<file path="config.mk">
export PLATFORM = sky130hd
export DESIGN_NAME = input_buffer_b3_loader
export DESIGN_NICKNAME = d
export VERILOG_FILES = /design/src/rtl/input_buffer_b3_loader.sv
export SDC_FILE = /design/constraint.sdc
export NUM_CORES = 1
export LEC_CHECK = 0
export BUFFER_PORTS_ARGS = -buffer_cell sky130_fd_sc_hd__buf_2
export CAP_MARGIN = 20
export CELL_PAD_IN_SITES_DETAIL_PLACEMENT = 0
export CELL_PAD_IN_SITES_GLOBAL_PLACEMENT = 1
export CORE_AREA = 2 2 251 253
export CTS_CLUSTER_DIAMETER = 150
export DETAILED_ROUTE_END_ITERATION = 16
export DIE_AREA = 0 0 253 255
export PLACE_DENSITY_LB_ADDON = 0.1
export SYNTH_ARGS = -nofsm -noshare
export SYNTH_HDL_FRONTEND = slang
export SYNTH_SLANG_ARGS = --single-unit
</file>
<file path="constraint.sdc">
create_clock -name clk -period 1.6 [get_ports clk]
set_input_delay 0.48 -clock clk [delete_from_list [all_inputs] [get_ports clk]]
set_output_delay 0.48 -clock clk [all_outputs]
set_load 0.005 [all_outputs]
</file>
<file path="src/rtl/input_buffer_b3_loader.sv">
// Bank-major scatter loader for the 16-bank layer-3 input buffer.
// Optional abort input when IB3_LOADER_ABORT_EN is defined.
module input_buffer_b3_loader #(
  parameter int NUM_BANKS = 16,
  parameter int DATA_W    = 32,
  parameter int ADDR_W    = 4,
  parameter int DEPTH     = 14
) (
  input  logic                        clk,
  input  logic                        rst_n,
  input  logic                        start,
  input  logic [ADDR_W:0]             cfg_rows,
`ifdef IB3_LOADER_ABORT_EN
  input  logic                        abort,
`endif
  input  logic                        in_valid,
  input  logic [DATA_W-1:0]           in_data,
  output logic                        in_ready,
  output logic                        busy,
  output logic                        done,
  output logic [NUM_BANKS-1:0]        bank_ena,
  output logic [NUM_BANKS-1:0]        bank_wea,
  output logic [NUM_BANKS*ADDR_W-1:0] bank_addr,
  output logic [NUM_BANKS*DATA_W-1:0] bank_din
);

  localparam int BW = (NUM_BANKS > 1) ? $clog2(NUM_BANKS) : 1;
  localparam logic [BW-1:0] BANK_MAX = BW'(NUM_BANKS - 1);
  localparam logic [ADDR_W:0] DEPTH_W = (ADDR_W+1)'(DEPTH);
  localparam logic [ADDR_W:0] ONE_W = (ADDR_W+1)'(1);

  typedef enum logic [1:0] {
    IDLE = 2'd0,
    LOAD = 2'd1,
    FIN  = 2'd2
  } state_t;

  state_t               state;
  logic [BW-1:0]        bank_cnt;
  logic [ADDR_W-1:0]    row_cnt;
  logic [ADDR_W:0]      rows_q;
  logic [NUM_BANKS-1:0] ena_q;
  logic [ADDR_W-1:0]    addr_q;
  logic [DATA_W-1:0]    din_q;

  logic            hs;
  logic            last;
  logic            abort_w;
  logic [ADDR_W:0] rows_clamp;

  assign hs = in_valid & in_ready;
  assign last = (bank_cnt == BANK_MAX) &&
                (({1'b0, row_cnt} + ONE_W) == rows_q);

  // zero or out-of-range row counts fall back to a full buffer
  assign rows_clamp = (cfg_rows == '0 || cfg_rows > DEPTH_W) ?
                      DEPTH_W : cfg_rows;

`ifdef IB3_LOADER_ABORT_EN
  assign abort_w = abort;
`else
  assign abort_w = 1'b0;
`endif

  always_ff @(posedge clk or negedge rst_n) begin
    if (!rst_n) begin
      state    <= IDLE;
      bank_cnt <= '0;
      row_cnt  <= '0;
      rows_q   <= DEPTH_W;
      ena_q    <= '0;
      addr_q   <= '0;
      din_q    <= '0;
      in_ready <= 1'b0;
      busy     <= 1'b0;
      done     <= 1'b0;
    end else begin
      ena_q <= '0;
      done  <= 1'b0;
      unique case (state)
        IDLE: begin
          if (start) begin
            rows_q   <= rows_clamp;
            bank_cnt <= '0;
            row_cnt  <= '0;
            in_ready <= 1'b1;
            busy     <= 1'b1;
            state    <= LOAD;
          end
        end
        LOAD: begin
          if (hs) begin
            ena_q  <= NUM_BANKS'(1) << bank_cnt;
            addr_q <= row_cnt;
            din_q  <= in_data;
            if (bank_cnt == BANK_MAX) begin
              bank_cnt <= '0;
              row_cnt  <= row_cnt + ADDR_W'(1);
            end else begin
              bank_cnt <= bank_cnt + BW'(1);
            end
          end
          // a same-cycle word is still written, but abort wins over FIN
          if (abort_w) begin
            bank_cnt <= '0;
            row_cnt  <= '0;
            in_ready <= 1'b0;
            busy     <= 1'b0;
            state    <= IDLE;
          end else if (hs && last) begin
            bank_cnt <= '0;
            row_cnt  <= '0;
            in_ready <= 1'b0;
            busy     <= 1'b0;
            done     <= 1'b1;
            state    <= FIN;
          end
        end
        FIN: begin
          state <= IDLE;
        end
        default: begin
          state <= IDLE;
        end
      endcase
    end
  end

  assign bank_ena  = ena_q;
  assign bank_wea  = ena_q;
  assign bank_addr = {NUM_BANKS{addr_q}};
  assign bank_din  = {NUM_BANKS{din_q}};

endmodule
</file>
# Yosys cells after proc, flatten, opt, wreduce, memory -nomap -nowiden

Cells that the tools add are included.

Bits in registers: 69
Input port bits: 41
Output and inout bits: 611
Logic and storage cells: 54

$add $sub $neg: 3
$lt $le $gt $ge: 1
Equality and inequality tests: 7
Shifts and indexed selects: 1
Muxes and demuxes: 20
Bitwise operators: 1
Reductions and logical operators: 12

Operators by type and width:

| cell                                                                  | count |
|---|---|
| 16-bit 2-to-1 mux                                                     | 2 |
| 4-bit 2-to-1 mux                                                      | 7 |
| 4-bit case mux with 2 select lines                                    | 2 |
| 1-bit by 4-bit << shifter with 16-bit output, first input constant    | 1 |
| 4-bit by 1-bit adder with 4-bit output, second input constant         | 2 |
| 3-bit inequality test, second input constant                          | 2 |
| 2-bit AND reduction                                                   | 3 |
| 3-bit AND reduction                                                   | 2 |
| 4-bit by 1-bit adder with 5-bit output, second input constant         | 1 |
| 5-bit equality test                                                   | 1 |
| 5-bit by 4-bit > comparator with 1-bit output, second input constant  | 1 |
| 5-bit zero test                                                       | 1 |
| 5-bit 2-to-1 mux                                                      | 1 |
| 4-bit equality test, second input constant                            | 1 |
| 1-bit 2-to-1 mux                                                      | 4 |
| 2-bit 2-to-1 mux                                                      | 2 |
| 2-bit inequality test, second input constant                          | 2 |
| 2-bit case mux with 2 select lines                                    | 1 |
| 4-bit AND reduction                                                   | 1 |
| 2-bit by 1-bit equality test with 1-bit output, second input constant | 1 |
| 1-bit logical AND                                                     | 2 |
| 2-bit zero test                                                       | 1 |
| 1-bit case mux with 2 select lines                                    | 1 |
| 2-bit nonzero test                                                    | 1 |
| 2 further kinds                                                       | 2 |

# Depth between registers and ports, before layout

Gate-level depths: netlist of the first run.

Word-level depth: 6
Mapped depth: 7
Mapped depth without buffers: 6

# Worst setup path before layout of the first run

No wires, ideal clock.

Path kind: register to register
Start point: register row_cnt[0]
End point: register busy
Library setup time: 0.126 ns
Data arrival time: 1.516 ns
Data required time: 1.474 ns
Path slack: -0.042 ns
Cell stages (with the launch flop): 7
Buffers on the path: 0
Clock period less this slack: 1.642 ns
Cells stage by stage: dfrtp_1 ha_1 o21ba_1 a221oi_2 o2111ai_2 o21ai_1 nand2_1

Longest elaborated chain between the ends: 6

RTL lines:

| what                                   | RTL line | source |
|---|---|---|
| start, declared                        | 40       | `logic [ADDR_W-1:0] row_cnt;` |
| start signal, assigned                 | 98       | `row_cnt <= row_cnt + ADDR_W'(1);` |
| 4-bit by 1-bit adder with 5-bit output | 53       | `(({1'b0, row_cnt} + ONE_W) == rows_q);` |
| 5-bit equality test                    | 53       |  |
| 1-bit logical AND                      | 52       | `assign last = (bank_cnt == BANK_MAX) &&` |
| 1-bit logical AND                      | 110      | `end else if (hs && last) begin` |
| 2-bit inequality test (no source line) | -        |  |
| 3-bit AND reduction (no source line)   | -        |  |
| end signal, assigned                   | 75       | `busy <= 1'b0;` |
| end signal, assigned                   | 108      | `busy <= 1'b0;` |
| end signal, assigned                   | 114      | `busy <= 1'b0;` |
| end, declared                          | 19       | `output logic busy,` |

No other way between the ends.
A chain may end at the register's enable or synchronous reset.

# Worst setup path in the final report of the first run

Ends and elaborated chain as after synthesis.

==> results.py, run 1 <==
metrics = {
    "synthesis": {
        "synth_top_area_share_pct": 59.7,
        "ys_top_cells_by_area": "buf_4 60%, dfrtp_1 24%, nand2_1 6.9%",
        "postSynthAreaPerCell_um2": 8.24,
        "yosys_warnings": 0,
        "synth_compound_area_share_pct": 2.41,
        "synth_fp_nets": 898,
        "synth_mux_area_share_pct": 0,
        "synthesis.area_um2": 7010,
        "yosysTopAreaCell": "buf_4",
        "ys_ff_latch": 69,
        "synthCells": 850,
        "synth-seq-area-share_pct": 24.7,
        "synth_xor_area_share_pct": 0.625,
        "synth_cell_types": 39,
        "synth_top_family_by_area": "buffers and inverters",
        "synth_adder_area_share_pct": 1.25,
        "synth_simple_gate_area_share_pct": 10.2,
    },
    "layout": {
        "nFillCells": 7228,
        "drive_gt1_share_pct": 77.1,
        "ff_latch_area_um2": 1770,
        "nets": 1072,
        "multi_input_area_um2": 1100,
        "syn_to_final_growth_pct": 18.0,
    },
    "status": {
        "failed_checks": "setup timing",
        "status": "finished, violations left",
    },
    "sta": {
        "period_share_pct": 103,
        "slew_viol_final": 0,
        "max_freq_mhz": 604,
        "worst_pin_slew_ns": 0.311,
        "relSlewSlack_pct": 79.3,
        "setup-tns-final_ns": -0.246,
        "min_period_ns": 1.65,
        "fin_skew_ns": 0.00639,
        "whs_ns": 0.293,
        "layout_setup_ws_ns": -0.0549,
        "finalHoldViolCount": 0,
        "setup_viol": 7,
        "rsz0062_at_grt": "true",
    },
    "clocking": {
        "cts_buffers": 9,
        "ctsHtreeMaxLevel": 3,
        "clk_latency_ns": 0.37,
        "cts.sinks": 69,
        "root_buffer": "clkbuf_16",
        "cts_tree": "yes",
        "clk_pin_slew_ns": 0.07,
        "clock_path_buffers": 2,
    },
    "min_path": {
        "hold_class": "in -> reg",
    },
    "worst_setup_path": {
        "crit_type": "reg -> reg",
        "worstPathRequired_ns": 1.86,
        "startpoint_type": "register",
        "end_kind": "register",
        "path_max_fanout": 6,
        "critical_path_arrival_ns": 1.92,
    },
    "placed_design": {
        "gp_congestion": 0.612,
        "dp_hpwl_um": 18500,
        "port_buffers": 651,
    },
    "route": {
        "drt_pre_antenna_iters": 4,
        "ant_nets": 0,
        "drt_iter0_drc": 112,
        "post-route-drc-count": 0,
        "wire_per_inst_um": 13.3,
        "vias": 4986,
        "vias_per_cell": 2.73,
        "wirelength_um": 24200,
    },
    "power_and_ir_drop": {
        "power_mw": 17.4,
        "seq_power_share_pct": 18.0,
        "p_per_area_nw_per_um2": 2110,
        "intPower_mw": 9.89,
        "vdd_drop_max_uv": 523,
        "clkPwrFrac_pct": 14.4,
        "combPwrFrac_pct": 67.6,
        "total_leakage_power_nw": 4.86,
        "switching_share_pct": 43.2,
        "p_switching_mw": 7.52,
    },
    "grt": {
        "grt_usage_pct": 6.53,
        "antenna_found_initial": 4,
        "grt_max_degree": 31,
        "grt_pass1_vias": 4041,
        "grt_pass1_wl_um": 30000,
        "grt_overflow_total": 0,
    },
    "floorplanning": {
        "num_rows": 92,
        "die_w_um": 253,
        "ios": 652,
        "core_um2": 62200,
        "die_h_um": 255,
        "die_area_um2": 64500,
        "initial_core_util_pct": 11.3,
    },
    "run": {
        "maxCapViolCount": 0,
    },
}
==> worst max-delay path, cell delays in order, from the launching register on <==
cell and delay (ns):
dfrtp_1 0.42, ha_4 0.20, o21ba_4 0.20, a221oi_4 0.30, o2111ai_4 0.20, o21ai_1 0.17
nand2_1 0.06
==> registers in the layout, summed over array words and instances, names as in the netlist <==
signal and flops:
addr_q 4, bank_cnt 4, bank_ena 16, busy 1, din_q 32, done 1
row_cnt 4, rows_q 5, state 2
==> stage by stage <==
stage	utilization (%)	instances	area, µm²	setup slack (ns)
4_1_cts	12.9	1809	8030	-0.0885
5_1_grt	13.3	1829	8270	-0.156
2_1_floorplan	-	850	7010	0.00840
3_5_place_dp	11.9	1774	7410	-0.149
3_3_place_gp	11.9	1774	7410	-0.166
6_report	13.3	1829	8270	-0.0549
==> repair_timing <==
action / in CTS / in global routing
hold endpoints to repair: 6 / 0
resized for setup: 49 / 40
buffers inserted: 18 / 19
setup endpoints to repair: 487 / 273
pin swaps: 8 / 5
hold buffers: 1 / 0
==> final cells by class <==
type                            instances  share of cell area [%]
Clock inverter                          5                    1.30
Tap cell                              799                    12.1
Antenna cell                            1                  0.0303
Inverter                                6                   0.272
Clock buffer                           11                    2.94
Multi-Input combinational cell        206                    13.3
Timing Repair Buffer                  732                    48.7
Sequential cell                        69                    21.4
==> final timing paths <==
| kind | start | endpoint | slack, ns | depth (start not counted) |
|---|---|---|---|---|
| min in group asynchronous | rst_n | din_q[9] | 0.53 | 2 |
| hold / removal | in_data[31] | din_q[31] | 0.29 | 3 |
| setup / recovery | row_cnt[0] | busy | -0.05 | 6 |
| setup reg to reg | row_cnt[0] | busy | -0.05 | 6 |
| hold reg to reg | din_q[18] | din_q[18] | 0.52 | 2 |
| max in group asynchronous | rst_n | din_q[2] | 0.58 | 3 |
==> kinds of logic after synthesis <==
family | count (synthesis)
adders and majority gates | 7
DFF | 69
and+or+nand+nor | 173
buffers and inverters | 575
xor gates and xnor gates | 5
AOI/OAI and AO/OA | 21
==> layout by cell type (no fill, tap or decap), drive strengths merged, types with 6 or more instances in the layout <==
cell type / synthesis / final
buf: 564 / 731
nand2: 129 / 129
dfrtp: 66 / 66
nor2: 14 / 14
clkbuf: 5 / 11
nor3: 7 / 7
o21ai: 7 / 7
ha: 7 / 7
and3: 6 / 6
inv: 6 / 6
nand3: 6 / 6
==> synth_stat cells <==
library cell	count
o21ai_0	1
buf_1	2
o21ba_1	1
o22a_1	3
buf_2	4
xor2_1	2
o41ai_1	1
nand3_1	6
o21ai_1	6
a221oi_2	1
and3_1	6
nor2b_1	2
buf_4	557
buf_6	1
inv_2	2
a21oi_1	2
nor2_1	13
nand2_1	129
o31ai_1	1
a21o_1	1
nor3_1	7
nor4_1	1
nand3b_1	1
a2111o_1	1
inv_1	4
o211ai_1	1
nand2b_1	1
and2_1	1
dfstp_2	3
nand4_1	1
clkbuf_1	5
o2111ai_2	1
nor3b_1	3
or2_1	1
nor2_2	1
o221ai_2	1
ha_1	7
dfrtp_1	66
xnor2_1	3
==> power groups by stage <==
stage	Combinational (mW)	Clock, mW	Sequential (mW)
4_1_cts	11.3	2.71	3.47
3_5_place_dp	10.4	0	3.75
2_1_floorplan	10.5	0	3.92
3_3_place_gp	10.8	0	3.70
6_report	11.8	2.51	3.13
5_1_grt	13.2	2.74	3.29
==> metal layers <==
layer / vias to the layer above / part of all wire (%) / GRT usage [%] / routed length (µm)
met5: - / 0.12 / 0 / 28
met4: 4 / 1.6 / 2.89 / 392
met1: 2299 / 38 / 7.21 / 9230
met2: 257 / 54 / 12.0 / 13200
li1: 2411 / - / - / -
met3: 15 / 5.8 / 1.35 / 1400
No activity file was read; power rests on OpenSTA's default activity.
==> run 2, diff against run 1 <==
Settings changed: ABC_AREA from default to 1.
==> run 2 against run 1 <==
  * The flow now finishes without violations
  * Synthesized cell count up 2.8%
  * Critical path depth shrank 4
  * Maximum frequency grew 5.8%
  * Die area unchanged
  * Combinational power about the same
  * Sequential power rose by 6.4%
  * Critical endpoint is now bank_din[75]
==> results.py, run 2 <==
metrics = {
    "status": {
        "status": "finished clean",
    },
    "sta": {
        "setup-tns-final_ns": 0,
        "period_share_pct": 97.7,
        "relSlewSlack_pct": 69.0,
        "slew_viol_final": 0,
        "setup_viol": 0,
        "whs_ns": 0.141,
        "min_period_ns": 1.56,
        "fin_skew_ns": 0.0102,
        "rsz0062_at_grt": "true",
        "worst_pin_slew_ns": 0.466,
        "max_freq_mhz": 639,
        "finalHoldViolCount": 0,
    },
    "power_and_ir_drop": {
        "intPower_mw": 9.88,
        "p_switching_mw": 7.89,
        "seq_power_share_pct": 18.7,
        "p_per_area_nw_per_um2": 2200,
        "combPwrFrac_pct": 67.8,
        "switching_share_pct": 44.4,
        "vdd_drop_max_uv": 566,
        "total_leakage_power_nw": 4.90,
        "clkPwrFrac_pct": 13.5,
    },
    "floorplanning": {
        "ios": 652,
        "core_um2": 62200,
        "initial_core_util_pct": 11.3,
        "die_h_um": 255,
        "die_w_um": 253,
        "num_rows": 92,
        "die_area_um2": 64500,
    },
    "grt": {
        "grt_usage_pct": 6.47,
        "grt_overflow_total": 0,
        "grt_pass1_vias": 4176,
        "antenna_found_initial": 1,
        "grt_pass1_wl_um": 30000,
        "grt_max_degree": 70,
    },
    "clocking": {
        "clk_pin_slew_ns": 0.07,
        "cts_buffers": 9,
        "cts.sinks": 69,
        "clock_path_buffers": 2,
        "cts_hold_buffers": 0,
        "cts_tree": "yes",
        "root_buffer": "clkbuf_16",
        "clk_latency_ns": 0.37,
        "ctsHtreeMaxLevel": 3,
    },
    "route": {
        "vias_per_cell": 2.73,
        "vias": 5039,
        "drt_pre_antenna_iters": 4,
        "wirelength_um": 24600,
        "post-route-drc-count": 0,
        "drt_iter0_drc": 121,
        "wire_per_inst_um": 13.4,
        "ant_nets": 0,
    },
    "synthesis": {
        "ys_top_cells_by_area": "buf_4 60%, dfrtp_1 24%, nand2_1 7.4%",
        "synth_top_area_share_pct": 59.6,
        "ys_async_sr_fraction_pct": 100,
        "synth_fp_nets": 922,
        "yosysTopAreaCell": "buf_4",
        "yosys_warnings": 0,
        "synth_edf_count": 0,
        "yosysMostFrequentCell": "buf_4",
        "synthCells": 874,
        "synthesis.area_um2": 7020,
        "postSynthAreaPerCell_um2": 8.03,
        "synth-seq-area-share_pct": 24.7,
        "yosys_most_used_dff": "dfrtp_1",
        "ys_ff_latch": 69,
        "synth_cell_types": 23,
        "ys_top_cells_by_count": "557 x buf_4, 138 x nand2_1, 66 x dfrtp_1, 24 x inv_1, 18 x nor2_1",
    },
    "min_path": {
        "hold_class": "in -> async",
    },
    "worst_setup_path": {
        "crit_type": "reg -> out",
        "path_max_fanout": 8,
        "worstPathRequired_ns": 1.12,
        "startpoint_type": "register",
        "end_kind": "output port",
        "critical_path_arrival_ns": 1.08,
    },
    "run": {
        "maxCapViolCount": 0,
    },
    "layout": {
        "nFillCells": 7243,
        "top_register": "din_q",
        "nets": 1088,
        "final_cell_mix": "650 x buf_2, 138 x nand2_1, 46 x buf_4",
        "diodes": 0,
        "drive_gt1_share_pct": 75.5,
        "final_common_cell": "buf_2",
        "final_area_um2": 8090,
        "syn_to_final_growth_pct": 15.3,
        "largest_reg_flops": 32,
    },
    "placed_design": {
        "dp_hpwl_um": 18200,
        "port_buffers": 651,
        "placed_area_um2": 7300,
        "gp_congestion": 0.599,
    },
}
run 2: cell types whose count changed after synthesis, sizes merged, moves of 2 or more:
cell   change
a21oi      +2
and3       -6
buf        -3
inv       +21
nand2     +11
nand3     +10
nand4      +2
nor2       +5
nor2b      -2
nor3       +3
nor3b      -3
o21ai      +5
o22a       -3
xnor2      -3
run 2: final cells by class:
type | count | area [µm²] | area share, %
Timing Repair Buffer | 720 | 3890 | 48.0
Sequential cell | 69 | 1770 | 21.9
Clock buffer | 11 | 253 | 3.12
Clock inverter | 5 | 81.3 | 1.01
Tap cell | 799 | 1000 | 12.4
Inverter | 27 | 101 | 1.25
Multi-Input combinational cell | 213 | 998 | 12.3
run 2: path summary, 6_finish.rpt:
check | startpoint | endpoint | slack (ns) | cells after the start
max | din_q[11] | bank_din[75] | 0.04 | 2
max in group asynchronous | rst_n | din_q[23] | 1.06 | 2
min in group clk | in_data[4] | din_q[4] | 0.30 | 3
max reg2reg | row_cnt[0] | done | 0.08 | 10
min reg2reg | din_q[27] | din_q[27] | 0.50 | 2
min | rst_n | rows_q[4] | 0.14 | 2
run 2: kinds of logic (layout without fill, tap and decap cells):
group	after synthesis	count (layout)	synth area share (%)
flops	69	69	24.7
buf+inv	592	763	61.5
simple gates	188	188	11.2
compound gates	17	17	1.28
xor+xnor	1	1	0.125
fa+ha+maj	7	7	1.25
run 2: stage by stage:
step	setup slack, ns	power, mW	cells	utilization [%]
after detailed placement	-0.0525	14.5	1787	11.7
after floorplan	0.124	14.9	874	-
final	0.0361	17.8	1844	13.0
after CTS	-0.0352	17.5	1814	12.5
after global routing	-0.0981	19.7	1844	13.0
after global placement	-0.114	14.9	1787	11.7
run 2: what timing repair did:
item / 4_1_cts / 5_1_grt
gates resized for setup: 44 / 39
gates cloned: 0 / 1
pin swaps: 4 / 6
setup endpoints to repair: 551 / 309
buffers inserted: 11 / 29
run 2: routing by layer:
layer,track usage (%),up-vias,wire length [µm]
met5,0,-,16
met4,1.32,2,168
met3,2.05,12,1530
met2,12.1,255,13700
met1,7.16,2335,9240
li1,-,2435,-
run 2: power by group through the flow:
| stage | sequential, mW | clock [mW] | combinational [mW] |
|---|---|---|---|
| 3_5_place_dp | 4.13 | 0 | 10.4 |
| 2_1_floorplan | 4.01 | 0 | 10.9 |
| 6_report | 3.33 | 2.40 | 12.0 |
| 4_1_cts | 3.96 | 2.58 | 11.0 |
| 3_3_place_gp | 4.11 | 0 | 10.8 |
| 5_1_grt | 3.52 | 2.64 | 13.6 |
run 2: critical path, cell delays in order, from the launching register on:
cell,delay [ns]
dfrtp_1,0.42
buf_6,0.16
buf_2,0.13
